**src/rtl/dogbattle_vga_pkg.sv**
```systemverilog
// Shared 640x480@60 raster constants, sync polarity encoding and helpers.
package dogbattle_vga_pkg;

  localparam int unsigned COORD_W = 10;

  localparam int unsigned VGA_CLK_DIV  = 2;
  localparam int unsigned VGA_H_ACTIVE = 640;
  localparam int unsigned VGA_H_FP     = 16;
  localparam int unsigned VGA_H_SYNC   = 96;
  localparam int unsigned VGA_H_BP     = 48;
  localparam int unsigned VGA_V_ACTIVE = 480;
  localparam int unsigned VGA_V_FP     = 10;
  localparam int unsigned VGA_V_SYNC   = 2;
  localparam int unsigned VGA_V_BP     = 33;

  localparam int unsigned VGA_H_TOTAL = VGA_H_ACTIVE + VGA_H_FP + VGA_H_SYNC + VGA_H_BP;
  localparam int unsigned VGA_V_TOTAL = VGA_V_ACTIVE + VGA_V_FP + VGA_V_SYNC + VGA_V_BP;

  // Level that a sync pulse takes while active.
  typedef enum logic {
    SYNC_ACTIVE_LOW  = 1'b0,
    SYNC_ACTIVE_HIGH = 1'b1
  } sync_pol_e;

  localparam sync_pol_e VGA_SYNC_POL = SYNC_ACTIVE_LOW;

  // Registered per-pixel control bundle that travels alongside x/y.
  typedef struct packed {
    logic de;
    logic hs;
    logic vs;
    logic line_start;
    logic frame_start;
    logic vblank_start;
  } vga_ctl_t;

  // Half-open window test lo <= v < hi on raster coordinates.
  function automatic logic in_window(input logic [COORD_W-1:0] v,
                                     input logic [COORD_W-1:0] lo,
                                     input logic [COORD_W-1:0] hi);
    return (v >= lo) && (v < hi);
  endfunction

endpackage

```
**src/rtl/dogbattle_pix_ce_gen.sv**
```systemverilog
// Pixel clock-enable generator: divides clk50 by CLK_DIV into a registered pulse.
module dogbattle_pix_ce_gen #(
  parameter int unsigned CLK_DIV = 2
) (
  input  logic clk50,
  input  logic rst,
  output logic pix_ce,
  output logic pix_ce_next_c
);

  localparam int unsigned DIV_W = (CLK_DIV > 1) ? $clog2(CLK_DIV) : 1;
  localparam logic [DIV_W-1:0] DIV_LAST = DIV_W'(CLK_DIV - 1);

  logic [DIV_W-1:0] div_cnt;

  // pix_ce rises on the edge that retires the last divider count.
  assign pix_ce_next_c = (div_cnt == DIV_LAST);

  // Divider counter and the pix_ce flop.
  always_ff @(posedge clk50 or posedge rst) begin
    if (rst) begin
      div_cnt <= '0;
      pix_ce  <= 1'b0;
    end else begin
      div_cnt <= pix_ce_next_c ? '0 : div_cnt + DIV_W'(1);
      pix_ce  <= pix_ce_next_c;
    end
  end

endmodule

```
**src/rtl/dogbattle_vga_timing.sv**
```systemverilog
// Raster timing generator: pixel enable, x/y counters, syncs, DE and frame strobes.
module dogbattle_vga_timing
  import dogbattle_vga_pkg::*;
#(
  parameter int unsigned CLK_DIV  = VGA_CLK_DIV,
  parameter int unsigned H_ACTIVE = VGA_H_ACTIVE,
  parameter int unsigned H_FP     = VGA_H_FP,
  parameter int unsigned H_SYNC   = VGA_H_SYNC,
  parameter int unsigned H_BP     = VGA_H_BP,
  parameter int unsigned V_ACTIVE = VGA_V_ACTIVE,
  parameter int unsigned V_FP     = VGA_V_FP,
  parameter int unsigned V_SYNC   = VGA_V_SYNC,
  parameter int unsigned V_BP     = VGA_V_BP,
  parameter sync_pol_e   SYNC_POL = VGA_SYNC_POL
) (
  input  logic               clk50,
  input  logic               rst,
  output logic               pix_ce,
  output logic [COORD_W-1:0] x,
  output logic [COORD_W-1:0] y,
  output logic               de,
  output logic               hs,
  output logic               vs,
  output logic               line_start,
  output logic               frame_start,
  output logic               vblank_start
);

  localparam int unsigned H_TOTAL = H_ACTIVE + H_FP + H_SYNC + H_BP;
  localparam int unsigned V_TOTAL = V_ACTIVE + V_FP + V_SYNC + V_BP;

  localparam logic [COORD_W-1:0] H_LAST   = COORD_W'(H_TOTAL - 1);
  localparam logic [COORD_W-1:0] V_LAST   = COORD_W'(V_TOTAL - 1);
  localparam logic [COORD_W-1:0] H_ACT_END = COORD_W'(H_ACTIVE);
  localparam logic [COORD_W-1:0] V_ACT_END = COORD_W'(V_ACTIVE);
  localparam logic [COORD_W-1:0] HS_BEG   = COORD_W'(H_ACTIVE + H_FP);
  localparam logic [COORD_W-1:0] HS_END   = COORD_W'(H_ACTIVE + H_FP + H_SYNC);
  localparam logic [COORD_W-1:0] VS_BEG   = COORD_W'(V_ACTIVE + V_FP);
  localparam logic [COORD_W-1:0] VS_END   = COORD_W'(V_ACTIVE + V_FP + V_SYNC);

  localparam logic SYNC_ON  = 1'(SYNC_POL);
  localparam logic SYNC_OFF = ~SYNC_ON;

  localparam vga_ctl_t CTL_RESET = '{
    de:           1'b0,
    hs:           SYNC_OFF,
    vs:           SYNC_OFF,
    line_start:   1'b0,
    frame_start:  1'b0,
    vblank_start: 1'b0
  };

  logic               step_c;
  logic [COORD_W-1:0] x_nxt;
  logic [COORD_W-1:0] y_nxt;
  vga_ctl_t           ctl;
  vga_ctl_t           ctl_nxt;

  dogbattle_pix_ce_gen #(
    .CLK_DIV (CLK_DIV)
  ) u_pix_ce_gen (
    .clk50         (clk50),
    .rst           (rst),
    .pix_ce        (pix_ce),
    .pix_ce_next_c (step_c)
  );

  // Next raster position and the decode of that position, so that the
  // registered syncs/DE/strobes line up with the registered x/y.
  always_comb begin
    x_nxt   = x + COORD_W'(1);
    y_nxt   = y;
    ctl_nxt = CTL_RESET;
    if (x == H_LAST) begin
      x_nxt = '0;
      y_nxt = (y == V_LAST) ? '0 : y + COORD_W'(1);
    end
    ctl_nxt.de           = (x_nxt < H_ACT_END) && (y_nxt < V_ACT_END);
    ctl_nxt.hs           = in_window(x_nxt, HS_BEG, HS_END) ? SYNC_ON : SYNC_OFF;
    ctl_nxt.vs           = in_window(y_nxt, VS_BEG, VS_END) ? SYNC_ON : SYNC_OFF;
    ctl_nxt.line_start   = (x_nxt == '0);
    ctl_nxt.frame_start  = (x_nxt == '0) && (y_nxt == '0);
    ctl_nxt.vblank_start = (x_nxt == '0) && (y_nxt == V_ACT_END);
  end

  // Raster counters and output flops; strobes drop on every non-stepping clock.
  always_ff @(posedge clk50 or posedge rst) begin
    if (rst) begin
      x   <= H_LAST;
      y   <= V_LAST;
      ctl <= CTL_RESET;
    end else if (step_c) begin
      x   <= x_nxt;
      y   <= y_nxt;
      ctl <= ctl_nxt;
    end else begin
      ctl.line_start   <= 1'b0;
      ctl.frame_start  <= 1'b0;
      ctl.vblank_start <= 1'b0;
    end
  end

  assign de           = ctl.de;
  assign hs           = ctl.hs;
  assign vs           = ctl.vs;
  assign line_start   = ctl.line_start;
  assign frame_start  = ctl.frame_start;
  assign vblank_start = ctl.vblank_start;

endmodule

```
**config.mk**
```make
export PLATFORM = sky130hd
export DESIGN_NAME = dogbattle_vga_timing
export DESIGN_NICKNAME = d
export VERILOG_FILES = /design/src/rtl/dogbattle_vga_pkg.sv /design/src/rtl/dogbattle_pix_ce_gen.sv /design/src/rtl/dogbattle_vga_timing.sv
export SDC_FILE = /design/constraint.sdc
export NUM_CORES = 1
export LEC_CHECK = 0
export ABC_AREA = 1
export ABC_CLOCK_PERIOD_IN_PS = 2200
export CORE_MARGIN = 2
export CORE_UTILIZATION = 35
export DETAILED_ROUTE_END_ITERATION = 8
export MAX_ROUTING_LAYER = met4
export PLACE_DENSITY = 0.63
export SLEW_MARGIN = 10
export SYNTH_ARGS = -nofsm -noshare
export SYNTH_HDL_FRONTEND = slang
export SYNTH_SLANG_ARGS = --single-unit
```
**constraint.sdc**
```tcl
create_clock -name clk50 -period 2.2 [get_ports clk50]
set_input_delay 0.44 -clock clk50 [delete_from_list [all_inputs] [get_ports clk50]]
set_output_delay 0.44 -clock clk50 [all_outputs]
set_load 0.01 [all_outputs]
```
==> qor.yml <==
outcome: "finished, final reports clean"
maxSlewHeadroom_pct: 75.6
diodes: 0
die_h_microns: 77.6
htree_levels: 1
synth_flop_cell: "dfrtp_1"
yosys-top-cells-area: "dfrtp_1 (21%), dfstp_2 (17%), nand2_1 (15%), nor2_1 (5.3%), inv_1 (4.9%)"
drive_gt1_share_pct: 19.0
core_sq_um: 5170
fin_nets: 296
numCtsBuffers: 3
syn_area_per_cell_sq_um: 7.32
final_cell_mix: "nand2_1 (75), clkdlybuf4s50_1 (28), nor2_1 (27)"
setup_violations: 0
yosys.area.top_type: "dfrtp_1"
combPwrFrac_pct: 1.6
avgRoutedWirePerCell_microns: 12.2
hold_ws_ns: 0.494
sw_frac_of_total_pct: 20.6
dp.final_hpwl_mm: 3.33
cts_buffer_depth: 2
synth_cell_types: 33
drc_errors: 0
clkPwrFrac_pct: 35.2
io_buffer_count: 28
required_ns: 2.41
ys_seq_area_share_pct: 37.7
syn_inst: 259
end_kind: "flop"
cap_violations: 0
finalCritPeriodShare_pct: 91.8
synthAdderAreaFrac_pct: 2.64
fin_crit_ns: 2.02
antenna_found_initial: 0
synth_simple_gate_area_share_pct: 39.6
worst_slew_pin_slew_ns: 0.366
initial_core_util_pct: 36.7
fillCellCount: 536
syn_to_final_growth_pct: 22.6
num_vias: 1728
rsz0062_at_grt: "no"
path_max_fanout: 6
io_pins: 29
root_buffer: "clkbuf_8"
instances_no_fill: 359
postCtsHoldBufs: 0
arrival_ns: 2.23
p_leak_nw: 1.05
place_congestion: 0.828
yosysWarnings: 0
setup_tns_ns: 0
overflow: 0
synth.top_cell.area_share_pct: 21.1
p_seq_share_pct: 63.2
die_width_microns: 77.6
max_freq_mhz: 495
switchingPower_mw: 0.168
die-area_sq_um: 6020
muxShareOfSynthArea_pct: 0
skew_ns: 0.00215
grt_usage_pct: 16.6
final_hold_viol_count: 0
cts_num_sinks: 28
dp.cells: 354
synth_top_family_by_area: "simple AND/OR/NAND/NOR gates"
syn-num-nets: 265
dr.first_iter.drc_count: 121
start_kind: "flop"
antenna_left: 0
grt_pass1_vias: 1680
power_density_nw_per_um2: 351
critPathKind: "flop to flop"
ys_ff_latch: 28
power.internal_mw: 0.648
via_per_inst: 4.81
row_count: 26
wl_mm: 4.38
synth_edf_count: 0
cts.reportedPaths.clkPinSlew_ns: 0.09
grt_max_degree: 29
vdd_drop_max_v: 0.000157
synth_compound_area_share_pct: 10.4
synth-xor-area-share_pct: 1.32
final_common_cell: "nand2_1"
drv_slew: 0
first_pass_iters: 4
syn_area_sq_um: 1900
grt_pass1_wl_mm: 7.94
cts_tree: "built"
hold_class: "flop to flop"
clock_latency_ns: 0.27
synthArstFlopShare_pct: 100
flip-flops by register name, indices dropped and copies added (netlist names):
| signal | flops |
|---|---|
| line_start | 1 |
| vs | 1 |
| u_pix_ce_gen.pix_ce_next_c | 1 |
| x | 10 |
| de | 1 |
| frame_start | 1 |
| vblank_start | 1 |
| y | 10 |
| u_pix_ce_gen.pix_ce | 1 |
| hs | 1 |
power by group through the flow:
stage	clock network, mW	logic, mW	registers (mW)
detailed placement	0	0.0144	0.525
global route	0.318	0.0161	0.516
CTS	0.300	0.0144	0.516
global placement	0	0.0140	0.525
floorplan	0	0.00744	0.525
finish	0.287	0.0131	0.516
cell type report:
| class | count | area [sq um] | area share (%) |
|---|---|---|---|
| multi-input combinational | 194 | 1040 | 44.9 |
| timing repair buffer | 34 | 325 | 14.0 |
| sequential | 28 | 716 | 30.8 |
| inverter | 29 | 109 | 4.68 |
| tap | 70 | 87.6 | 3.77 |
| clock buffer | 4 | 45.0 | 1.94 |
kinds of logic (layout without fill, tap and decap cells):
family          after synthesis  in the layout
fa+ha+maj                     4              4
simple gates                155            155
flops                        28             28
xor+xnor                      2              2
buf+inv                      37             67
compound gates               33             33
critical path, cell delays in order, from the launching register on:
cell	delay, ns
dfstp_2	0.59
ha_2	0.22
nand2_1	0.09
nor2_4	0.20
nand2_1	0.09
o21ai_1	0.08
nor2_1	0.08
nor2_2	0.12
nand3_2	0.09
nor2_2	0.15
nand2_1	0.11
nor2_1	0.11
layer usage:
metal	vias to the layer above	GRT usage [%]	part of all wire, %	routed length [microns]
li1	896	-	-	-
met1	785	23.4	50	2180
met2	39	24.9	45	1990
met3	8	1.51	2.8	121
met4	0	5.89	2.1	92
met5	-	-	0	0
repair_timing:
action                                  in CTS  in global routing
setup buffers                                0                  1
pin swaps                                    0                  1
endpoints found under the setup margin       1                  2
gates resized for setup                      1                  3
synth_stat cells (4+ instances only):
| cell | count |
|---|---|
| nand2_1 | 75 |
| nor2_1 | 27 |
| inv_1 | 25 |
| o21ai_0 | 18 |
| dfrtp_1 | 16 |
| nand3_1 | 16 |
| dfstp_2 | 12 |
| nand3_2 | 8 |
| nand4_1 | 8 |
| nor2_2 | 6 |
| ha_1 | 4 |
| nand2_2 | 4 |
| nor3_1 | 4 |
| o21bai_1 | 4 |
stage by stage:
step                power [mW]  setup WS, ns  area, sq um  util (%)
floorplan                0.532         0.383         1900         -
finish                   0.816         0.181         2330      45.0
CTS                      0.830        0.0938         2300      44.5
global placement         0.539        0.0604         2250      43.5
detailed placement       0.539       0.00596         2250      43.5
global route             0.850       0.00914         2330      45.0
final timing paths:
kind / slack [ns] / to / cells after the start / start
setup / recovery: 0.18 / frame_start$_DFF_PP0_ / 11 / x[0]$_DFFE_PP1P_
hold / removal: 0.49 / hs$_DFFE_PP1P_ / 2 / hs$_DFFE_PP1P_
setup reg to reg: 0.18 / frame_start$_DFF_PP0_ / 11 / x[0]$_DFFE_PP1P_
hold reg to reg: 0.49 / hs$_DFFE_PP1P_ / 2 / hs$_DFFE_PP1P_
max in group asynchronous: 1.36 / hs$_DFFE_PP1P_ / 3 / rst
min in group asynchronous: 0.53 / y[0]$_DFFE_PP0P_ / 3 / rst
Power figures use the tool's default switching activity.
